`config.mk`:
```
export PLATFORM = sky130hd
export DESIGN_NAME = tof_i2c_sequencer
export DESIGN_NICKNAME = d
export VERILOG_FILES = /design/src/rtl/tof_i2c_pkg.sv /design/src/rtl/tof_i2c_timeout.sv /design/src/rtl/tof_i2c_sequencer.sv
export SDC_FILE = /design/constraint.sdc
export NUM_CORES = 1
export LEC_CHECK = 0
export CAP_MARGIN = 5
export CORE_MARGIN = 1
export CORE_UTILIZATION = 47
export CTS_CLUSTER_DIAMETER = 40
export DETAILED_ROUTE_END_ITERATION = 10
export PLACE_DENSITY = 0.84
export SLEW_MARGIN = 20
export SYNTH_ARGS = -nofsm -noshare
export SYNTH_HDL_FRONTEND = slang
export SYNTH_HIERARCHICAL = 1
export SYNTH_SLANG_ARGS = --single-unit
```
`constraint.sdc`:
```
create_clock -name clock -period 2.95 [get_ports clock]
set_input_delay 0.885 -clock clock [delete_from_list [all_inputs] [get_ports clock]]
set_output_delay 0.885 -clock clock [all_outputs]
set_load 0.1 [all_outputs]
```
`src/rtl/tof_i2c_pkg.sv`:
```
// Shared definitions for the ToF I2C sequencer: FSM state encoding,
// default sensor address and command length width.
// Ports: none (package).
package tof_i2c_pkg;

  typedef enum logic [2:0] {
    ST_IDLE      = 3'd0,
    ST_LOAD      = 3'd1,
    ST_START     = 3'd2,
    ST_XFER      = 3'd3,
    ST_STOP_WAIT = 3'd4,
    ST_ABORT     = 3'd5
  } state_t;

  localparam logic [6:0] DEFAULT_SLAVE_ADDR = 7'h29;

  // Byte count 1..256 needs 9 bits; the remaining count uses the same width.
  localparam int LEN_W = 9;

endpackage

```
`src/rtl/tof_i2c_timeout.sv`:
```
// Watchdog: counts cycles while run is high, restarts from zero on load.
// Latency: expired rises combinationally once TIMEOUT_CYCLES run cycles have started since load.
// Backpressure: none; the counter saturates until the next load.
// Ports: clock, reset (async active-high), load (restart), run (count enable), expired.
module tof_i2c_timeout #(
  parameter int TIMEOUT_CYCLES = 100000
) (
  input  logic clock,
  input  logic reset,
  input  logic load,
  input  logic run,
  output logic expired
);

  localparam int CW = $clog2(TIMEOUT_CYCLES + 1);

  logic [CW-1:0] count;

  // expired is flagged during the TIMEOUT_CYCLES-th cycle so the owner reacts
  // on the clock edge that completes that many cycles.
  assign expired = run && (count >= CW'(TIMEOUT_CYCLES - 1));

  always_ff @(posedge clock or posedge reset) begin
    if (reset) begin
      count <= '0;
    end else if (load) begin
      count <= '0;
    end else if (run && !expired) begin
      count <= count + 1'b1;
    end
  end

endmodule

```
`src/rtl/tof_i2c_sequencer.sv`:
```
// Sequences one ToF sensor register read/write per command through a byte-level I2C engine.
// Latency: read cmd to i2c_start 2 cycles; write starts 1 cycle after its first byte; rd_valid 1 cycle after an engine ready edge.
// Backpressure: cmd_ready only in IDLE; wr_ready only while the single-byte hold register is empty.
// Ports: cmd_* command channel, wr_* write byte stream, rd_* read byte stream, done/error status,
//        i2c_* engine control/data, clock and async active-high reset.
module tof_i2c_sequencer
  import tof_i2c_pkg::*;
#(
  parameter logic [6:0] SLAVE_ADDR     = DEFAULT_SLAVE_ADDR,
  parameter int         TIMEOUT_CYCLES = 100000
) (
  input  logic             clock,
  input  logic             reset,
  input  logic             cmd_valid,
  output logic             cmd_ready,
  input  logic             cmd_is_read,
  input  logic [15:0]      cmd_reg_addr,
  input  logic [LEN_W-1:0] cmd_len,
  input  logic [7:0]       wr_data,
  input  logic             wr_valid,
  output logic             wr_ready,
  output logic [7:0]       rd_data,
  output logic             rd_valid,
  output logic             done,
  output logic             error,
  output logic             i2c_start,
  output logic             i2c_reset,
  output logic [6:0]       i2c_slave_address,
  output logic [15:0]      i2c_register_address,
  output logic             i2c_is_read,
  output logic [16:0]      i2c_nb_of_bytes,
  output logic [7:0]       i2c_data_in,
  input  logic [7:0]       i2c_data_out,
  input  logic             i2c_ready,
  input  logic             i2c_error
);

  state_t           state, state_nxt;
  logic [LEN_W-1:0] rem;
  logic [7:0]       hold_dat;
  logic             hold_full;
  logic             rdy_q;
  logic             rdy_edge;
  logic             done_pend;
  logic             abort_cnt;
  logic             accept;
  logic             capture;
  logic             abort_now;
  logic             xfer_edge;
  logic             stop_edge;
  logic             wd_load;
  logic             wd_run;
  logic             wd_expired;

  assign rdy_edge  = i2c_ready & ~rdy_q;
  assign accept    = cmd_valid & cmd_ready;
  assign capture   = wr_valid & wr_ready & ~abort_now;
  assign xfer_edge = (state == ST_XFER) && rdy_edge && !abort_now;
  assign stop_edge = (state == ST_STOP_WAIT) && rdy_edge && !abort_now;

  assign wd_load = rdy_edge || (state == ST_START);
  assign wd_run  = (state == ST_XFER) || (state == ST_STOP_WAIT);

  assign i2c_slave_address = SLAVE_ADDR;
  assign i2c_nb_of_bytes   = {8'd0, rem};
  assign i2c_data_in       = hold_dat;

  tof_i2c_timeout #(
    .TIMEOUT_CYCLES(TIMEOUT_CYCLES)
  ) u_timeout (
    .clock  (clock),
    .reset  (reset),
    .load   (wd_load),
    .run    (wd_run),
    .expired(wd_expired)
  );

  always_ff @(posedge clock or posedge reset) begin
    if (reset) state <= ST_IDLE;
    else       state <= state_nxt;
  end

  always_comb begin
    state_nxt = state;
    cmd_ready = 1'b0;
    wr_ready  = 1'b0;
    i2c_start = 1'b0;
    i2c_reset = 1'b0;
    abort_now = 1'b0;
    unique case (state)
      ST_IDLE: begin
        // Held off for the one cycle between a final rd_valid and its done.
        cmd_ready = !done_pend;
        if (cmd_valid && !done_pend && cmd_len != '0) state_nxt = ST_LOAD;
      end
      ST_LOAD: begin
        wr_ready = !i2c_is_read;
        if (i2c_error)                     abort_now = 1'b1;
        else if (i2c_is_read || wr_valid)  state_nxt = ST_START;
      end
      ST_START: begin
        i2c_start = 1'b1;
        if (i2c_error) abort_now = 1'b1;
        else           state_nxt = ST_XFER;
      end
      ST_XFER: begin
        wr_ready = !i2c_is_read && !hold_full;
        // An edge outranks a watchdog expiry in the same cycle.
        if (i2c_error) begin
          abort_now = 1'b1;
        end else if (rdy_edge) begin
          if (!i2c_is_read && !hold_full) abort_now = 1'b1;   // write underrun
          else if (rem == '0)             state_nxt = ST_STOP_WAIT;
        end else if (wd_expired) begin
          abort_now = 1'b1;
        end
      end
      ST_STOP_WAIT: begin
        if (i2c_error)       abort_now = 1'b1;
        else if (rdy_edge)   state_nxt = ST_IDLE;
        else if (wd_expired) abort_now = 1'b1;
      end
      ST_ABORT: begin
        i2c_reset = 1'b1;
        if (abort_cnt) state_nxt = ST_IDLE;
      end
      default: state_nxt = ST_IDLE;
    endcase
    if (abort_now) state_nxt = ST_ABORT;
  end

  always_ff @(posedge clock or posedge reset) begin
    if (reset) begin
      rdy_q                <= 1'b0;
      rem                  <= '0;
      hold_dat             <= '0;
      hold_full            <= 1'b0;
      done_pend            <= 1'b0;
      abort_cnt            <= 1'b0;
      rd_data              <= '0;
      rd_valid             <= 1'b0;
      done                 <= 1'b0;
      error                <= 1'b0;
      i2c_register_address <= '0;
      i2c_is_read          <= 1'b0;
    end else begin
      rdy_q     <= i2c_ready;
      rd_valid  <= 1'b0;
      done      <= done_pend;
      done_pend <= 1'b0;
      abort_cnt <= (state == ST_ABORT) ? ~abort_cnt : 1'b0;

      if (accept) begin
        if (cmd_len == '0) begin
          error <= 1'b1;
          done  <= 1'b1;
        end else begin
          error                <= 1'b0;
          rem                  <= cmd_len - 1'b1;
          hold_full            <= 1'b0;
          i2c_register_address <= cmd_reg_addr;
          i2c_is_read          <= cmd_is_read;
        end
      end

      if (abort_now) error <= 1'b1;

      if (capture) begin
        hold_dat  <= wr_data;
        hold_full <= 1'b1;
      end

      if (xfer_edge) begin
        if (rem != '0) rem <= rem - 1'b1;
        if (!i2c_is_read) begin
          hold_full <= 1'b0;
        end else if (rem != '0) begin
          // The rem==0 edge closes the last byte; that byte is reported at stop.
          rd_data  <= i2c_data_out;
          rd_valid <= 1'b1;
        end
      end

      if (stop_edge) begin
        if (i2c_is_read) begin
          rd_data   <= i2c_data_out;
          rd_valid  <= 1'b1;
          done_pend <= 1'b1;
        end else begin
          done <= 1'b1;
        end
      end

      if ((state == ST_ABORT) && abort_cnt) done <= 1'b1;
    end
  end

endmodule
```
==> metrics.cfg, run 1 <==
[run_status]
outcome=finished clean

[detailed_routing]
drt_iter0_markers=106
avgRoutedWirePerCell_um=15.1
drt-total-wl_um=9020
viasPerCell=5.39
vias=3230
antenna_left=0
firstDrtPassIters=4
drc=0

[hold_path]
min_delay_path_depth=1
min_path_type=reg2reg

[clock_tree]
hold_buffers=0
cts_max_level=3
cts_buffers=9
cts_root_buffer=clkbuf_8
post-cts-setup-buffer-count=0
clk_pin_slew_ns=0.08
ctsLongestPathBuffers=2
clock-sinks=69
cts_tree=yes
clkLatencyLatePin_ns=0.35
cts_resized=0

[sta]
fin_skew_ns=0.0120
fin_setup_tns_ns=0
rsz0062_at_grt=no
fmax_ghz=0.358
finalCritPeriodShare_pct=94.7
post-route-min-period_ns=2.79
worst_pin_slew_ns=0.667
finalHoldViolCount=0
drv_slew=0
maxSlewHeadroom_pct=55.5
setup_violations=0

[global_route]
grt_overflow=0
grt_antenna_before_repair=0
grtUsageTotal_pct=22.8
grt_max_degree=24
first_global_vias=3269
grt_pass1_wl_um=15200

[yosys]
synthArstFlopShare_pct=100
yosys_warnings=6
avgSynthCellArea_um2=9.75
synth_edf_count=0
yosysSeqAreaShare_pct=45.7
ys_seq_elements=69
synth_flop_cell=dfrtp_1
synthCells=388
synth.distinct_cells=65
syn_area_um2=3780

[finish]
multiInputGateArea_um2=1890
final.fill_count=621
syn2layout_area_growth_pct=32.4
drive_gt1_share_pct=23.1
regArea_um2=1730
diodes=0
layout.nets=544

[setup_path]
end_kind=output pin
path_buf_inv=2
required_ns=2.07
cp_cell_sequence=inv_1 -> a2111oi_4 -> buf_12
crit_cells=3
slowest_delay_ns=0.61
r2r_cells=8
critPathMaxFanout=10
cp.arrival_ns=1.91
crit_slowest_cell=dfrtp_1
path_delay_family=flip-flops
path_class=reg2out
crit_path_start_kind=flip-flop

[floorplan]
rows=32
core-area_um2=7770
die-area_um2=8410
ioPinCount=112
die_w_um=91.7
initial_core_util_pct=48.7
die_y_um=91.7

[placement]
hpwl_um=6690
portBuffers=96
gp_congestion=0.919

[flow_run]
cap_violations=0

==> final cells by class <==
| type | instances | area share (%) |
|---|---|---|
| Clock inverter | 7 | 1.97 |
| Inverter | 17 | 1.27 |
| Multi-Input combinational cell | 289 | 37.7 |
| Sequential cell | 69 | 34.5 |
| Tap cell | 102 | 2.55 |
| Timing Repair Buffer | 106 | 19.5 |
| Clock buffer | 9 | 2.47 |
==> cells in the mapped netlist (2+ instances only) <==
library cell | number | share of area [%]
nand2_1 | 71 | 7.0
dfrtp_1 | 69 | 46
nor2_1 | 26 | 2.6
buf_4 | 17 | 3.4
inv_1 | 17 | 1.7
mux2_2 | 17 | 5.1
a21oi_1 | 14 | 1.9
xnor2_1 | 13 | 3.0
o21ai_0 | 12 | 1.6
nor3_1 | 11 | 1.5
nand3_1 | 10 | 1.3
nand2b_1 | 6 | 0.99
or3_1 | 6 | 0.99
and2_1 | 5 | 0.83
and3_1 | 5 | 0.83
buf_2 | 5 | 0.66
o211ai_1 | 5 | 0.99
ha_1 | 4 | 1.3
mux2i_1 | 4 | 1.1
nand4_1 | 4 | 0.66
nor2b_1 | 4 | 0.66
nor4b_1 | 4 | 0.93
and4_1 | 3 | 0.69
clkbuf_1 | 3 | 0.30
nor3b_1 | 3 | 0.60
or2_2 | 3 | 0.50
xor2_1 | 3 | 0.69
a2111oi_1 | 2 | 0.53
conb_1 | 2 | 0.20
nand4b_1 | 2 | 0.46
nor4_4 | 2 | 1.1
o21a_1 | 2 | 0.40
o221ai_1 | 2 | 0.46
==> metrics by stage <==
step                      util (%)  hold slack, ns  setup slack [ns]  std cells  cell area [um^2]
after floorplan                  -           0.426            0.0617        401              3850
after CTS                     64.5           0.465             0.156        599              5010
final                         64.5           0.464             0.158        599              5010
after global placement        61.6           0.448             0.166        583              4790
after global routing          64.5           0.491            0.0887        599              5010
after detailed placement      61.6           0.451            0.0986        583              4790
==> placed cells by master (no fill, tap or decap), types with 4 or more instances in the layout <==
| cell | count |
|---|---|
| nand2_1 | 71 |
| clkdlybuf4s50_1 | 47 |
| buf_12 | 5 |
| or3_1 | 6 |
| and2_1 | 5 |
| nor2b_1 | 4 |
| nand3_1 | 10 |
| xnor2_1 | 13 |
| nor2_1 | 26 |
| nor4b_1 | 4 |
| clkbuf_8 | 9 |
| and3_1 | 5 |
| buf_4 | 54 |
| nand2b_1 | 6 |
| dfrtp_1 | 68 |
| a21oi_1 | 14 |
| ha_1 | 4 |
| conb_1 | 15 |
| o21ai_0 | 12 |
| inv_1 | 16 |
| mux2i_1 | 4 |
| nor3_1 | 11 |
| o211ai_1 | 5 |
| mux2_2 | 17 |
| nand4_1 | 4 |
==> layer usage <==
metal / up-vias / GRT usage, % / share of wire, %
li1: 1531 / - / -
met1: 1585 / 28.0 / 41
met2: 103 / 38.8 / 52
met3: 11 / 6.38 / 5.7
met4: 0 / 7.42 / 1.2
met5: - / 0 / 0
==> path summary, 6_finish.rpt <==
kind,start,to,slack [ns]
min in group asynchronous,reset,i2c_register_address[1],0.84
max in group asynchronous,reset,error,1.50
hold reg to reg,abort_cnt,abort_cnt,0.46
setup / recovery,state[0],wr_ready,0.16
setup reg to reg,u_timeout/count[6],i2c_data_in[4],0.48
hold / removal,abort_cnt,abort_cnt,0.46
==> cell families (layout without fill, tap and decap cells) <==
| logic type | count (synthesis) | count (layout) | share of synthesized area [%] |
|---|---|---|---|
| buffers and inverters | 43 | 139 | 6.12 |
| XOR/XNOR | 16 | 16 | 3.71 |
| adder cells (fa/ha/maj) | 4 | 4 | 1.32 |
| flip-flops | 69 | 69 | 45.7 |
| AO/OA/AOI/OAI | 55 | 55 | 11.0 |
| other | 2 | 15 | 0.199 |
| AND/OR/NAND/NOR | 178 | 178 | 25.9 |
| multiplexers | 21 | 21 | 6.12 |
Power of run 1 is left out: the tool's default activity adds up to more than one toggle a clock period on the data nets, which glitch-free logic cannot reach.
==> run 2: changes to the inputs <==
Settings changed: CORE_UTILIZATION 47 to 48, PLACE_DENSITY 0.84 to 0.85.
==> metrics.cfg, run 2 (synthesis results as in run 1) <==
[clock_tree]
ctsLongestPathBuffers=2
clkLatencyLatePin_ns=0.35
cts_resized=0
clk_pin_slew_ns=0.07
hold_buffers=0
cts_root_buffer=clkbuf_8
post-cts-setup-buffer-count=0
clock-sinks=69
cts_buffers=9
cts_tree=yes
cts_max_level=3

[hold_path]
min_path_type=reg2reg
min_delay_path_depth=1

[detailed_routing]
antenna_left=0
avgRoutedWirePerCell_um=14.8
drt-total-wl_um=8870
vias=3187
drt_iter0_markers=158
firstDrtPassIters=4
viasPerCell=5.32
drc=0

[finish]
layout.nets=544
diodes=0
final.fill_count=620
final_common_cell=nand2_1
syn2layout_area_growth_pct=32.4
layout_common_cells=nand2_1 (71), dfrtp_1 (68), buf_4 (54)
drive_gt1_share_pct=23.1

[global_route]
grt_pass1_wl_um=14800
first_global_vias=3169
grt_antenna_before_repair=0
grtUsageTotal_pct=22.6
grt_max_degree=24
grt_overflow=0

[sta]
fin_skew_ns=0.0111
setup_violations=0
drv_slew=0
worst_pin_slew_ns=0.659
maxSlewHeadroom_pct=56.0
fmax_ghz=0.367
post-route-min-period_ns=2.72
finalCritPeriodShare_pct=92.3
finalHoldViolCount=0
rsz0062_at_grt=no
fin_setup_tns_ns=0

[setup_path]
path_buf_inv=2
required_ns=2.07
crit_slowest_cell=dfrtp_1
r2r_cells=8
path_class=reg2out
cp_cell_sequence=inv_1 -> a2111oi_4 -> buf_12
path_delay_family=flip-flops
critPathMaxFanout=10
crit_path_start_kind=flip-flop
cp.arrival_ns=1.84
crit_cells=3
end_kind=output pin
slowest_delay_ns=0.59

[placement]
hpwl_um=6650
portBuffers=96
gp_congestion=0.873

[flow_run]
cap_violations=0

[floorplan]
die_w_um=90.8
ioPinCount=112
die-area_um2=8240
initial_core_util_pct=49.2
rows=32
core-area_um2=7690
die_y_um=90.8

[run_status]
outcome=finished clean

==> run 2: changes by cell type in the layout (fill, tap and decap cells not counted) <==
cell	change
clkinv_4	-2
inv_6	+1
clkinvlp_4	+1
==> run 2: metal layers <==
layer	wire [um]	up-vias	GRT usage [%]
met1	3620	1546	27.5
met5	0	-	0
met3	518	14	6.40
met4	139	0	8.07
li1	-	1527	-
met2	4600	100	38.4
==> run 2: final cells by class <==
class	instances	area, um^2	area share (%)
inverters	17	63.8	1.27
flip-flops and latches	69	1730	34.5
repair buffers	106	976	19.5
clock buffers	9	124	2.47
multi-input cells	289	1890	37.8
well taps	102	128	2.55
clock inverters	7	97.6	1.95
==> run 2: per-stage QoR <==
step	hold slack, ns	std cells	setup WS (ns)	util (%)	cell area [um^2]
global placement	0.447	583	0.191	62.3	4790
finish	0.461	599	0.228	65.1	5010
CTS	0.467	599	0.201	65.1	5010
floorplan	0.426	401	0.0617	-	3850
global route	0.498	599	0.119	65.1	5010
detailed placement	0.452	583	0.113	62.3	4790
==> run 2: path summary, 6_finish.rpt <==
kind,to,start,slack [ns]
max,wr_ready,state[0],0.23
min,abort_cnt,abort_cnt,0.46
min in group asynchronous,done,reset,0.91
min reg2reg,abort_cnt,abort_cnt,0.46
max reg2reg,i2c_data_in[7],u_timeout/count[12],0.48
max in group asynchronous,i2c_register_address[7],reset,1.37
==> run 2: worst reg2reg max path, stage by stage, from the launching register on <==
cell,delay [ns]
dfrtp_1,0.44
nor4_4,0.39
or2_2,0.24
o211ai_4,0.14
and2_1,0.22
a221oi_2,0.24
o21bai_4,0.19
nand3_4,0.18
mux2_2,0.33
Power of run 2 is left out for the same reason.
==> run 3: changes to the inputs <==
Settings changed: CELL_PAD_IN_SITES_DETAIL_PLACEMENT set to 1, CELL_PAD_IN_SITES_GLOBAL_PLACEMENT set to 1, CORE_UTILIZATION 48 to 36, CTS_CLUSTER_SIZE set to 14, TNS_END_PERCENT set to 10.
==> metrics.cfg, run 3 (synthesis results as in run 1) <==
[setup_path]
crit_path_start_kind=flip-flop
cp_cell_sequence=inv_1 -> a2111oi_4 -> buf_12
path_buf_inv=2
path_class=reg2out
cp.arrival_ns=1.89
slowest_delay_ns=0.62
critPathMaxFanout=10
crit_slowest_cell=dfrtp_1
required_ns=2.07
end_kind=output pin
path_delay_family=flip-flops

[global_route]
grt_max_degree=28
grt_pass1_wl_um=18200
grt_antenna_before_repair=0
grtUsageTotal_pct=21.0
first_global_vias=3602
grt_overflow=0

[sta]
post-route-min-period_ns=2.78
finalHoldViolCount=0
rsz0062_at_grt=no
fmax_ghz=0.360
fin_setup_tns_ns=0
fin_skew_ns=0.0115
maxSlewHeadroom_pct=52.6
finalCritPeriodShare_pct=94.1
worst_pin_slew_ns=0.702
drv_slew=0
setup_violations=0

[flow_run]
cap_violations=0

[clock_tree]
cts_tree=yes
clk_pin_slew_ns=0.08
cts_buffers=9
ctsLongestPathBuffers=2
cts_root_buffer=clkbuf_8
cts_max_level=3
post-cts-setup-buffer-count=0
clkLatencyLatePin_ns=0.35
clock-sinks=69
hold_buffers=0
cts_resized=0

[finish]
layout.nets=548
layout_common_cells=nand2_1 (71), dfrtp_1 (68), buf_4 (58)
diodes=0
syn2layout_area_growth_pct=34.1
drive_gt1_share_pct=23.6
final_common_cell=nand2_1

[floorplan]
initial_core_util_pct=36.8
die_y_um=105
die-area_um2=10900
die_w_um=105
rows=37
core-area_um2=10300
ioPinCount=112

[detailed_routing]
drt-total-wl_um=10900
drc=0
antenna_left=0
avgRoutedWirePerCell_um=17.1
firstDrtPassIters=4
drt_iter0_markers=94
viasPerCell=5.18
vias=3294

[run_status]
outcome=finished clean

[placement]
hpwl_um=8150
portBuffers=96
gp_congestion=0.860

[hold_path]
min_path_type=reg2reg

-- run 3: cell count changes in the layout (fill, tap and decap cells not counted) --
cell and delta:
inv_6 -2, clkinv_4 +1, buf_4 +4
-- run 3: final cells by class --
cell class | instances | area, um^2
inverter | 17 | 63.8
timing repair buffer | 110 | 1010
tap | 136 | 170
fill | 1195 | 5210
clock buffer | 9 | 124
sequential | 69 | 1730
clock inverter | 6 | 88.8
multi-input combinational | 289 | 1890
-- run 3: layer usage --
layer,track usage [%],up-vias,share of wire [%]
li1,-,1535,-
met1,26.2,1670,43
met2,36.1,75,51
met3,4.01,14,4.1
met4,7.04,0,1.5
met5,0,-,0
-- run 3: worst paths after layout --
| check | startpoint | end | slack, ns | cells after the start |
|---|---|---|---|---|
| max in group asynchronous | reset | i2c_is_read | 1.41 | 3 |
| max reg2reg | state[0] | u_timeout/count[16] | 0.34 | 6 |
| min in group asynchronous | reset | i2c_data_in[0] | 0.96 | 2 |
| min reg2reg | abort_cnt | abort_cnt | 0.46 | 1 |
| max | state[0] | wr_ready | 0.17 | 3 |
| min | abort_cnt | abort_cnt | 0.46 | 1 |
-- run 3: metrics by stage --
step | utilization [%] | std cells | cell area (um^2) | hold slack (ns) | worst slack [ns]
floorplan | - | 401 | 3850 | 0.426 | 0.0617
global placement | 47.3 | 621 | 4860 | 0.449 | 0.166
detailed placement | 47.3 | 621 | 4860 | 0.458 | 0.162
CTS | 49.3 | 636 | 5070 | 0.468 | 0.175
global route | 49.3 | 636 | 5070 | 0.488 | 0.0983
finish | 49.3 | 636 | 5070 | 0.463 | 0.175
-- run 3: worst reg2reg max path: stages (launching register included) --
cell and delay [ns]:
dfrtp_1 0.54, or3b_4 0.49, nand2_1 0.29, and3_1 0.26, o211ai_1 0.20, or4b_1 0.58
a21oi_1 0.17
Power of run 3 is left out for the same reason.
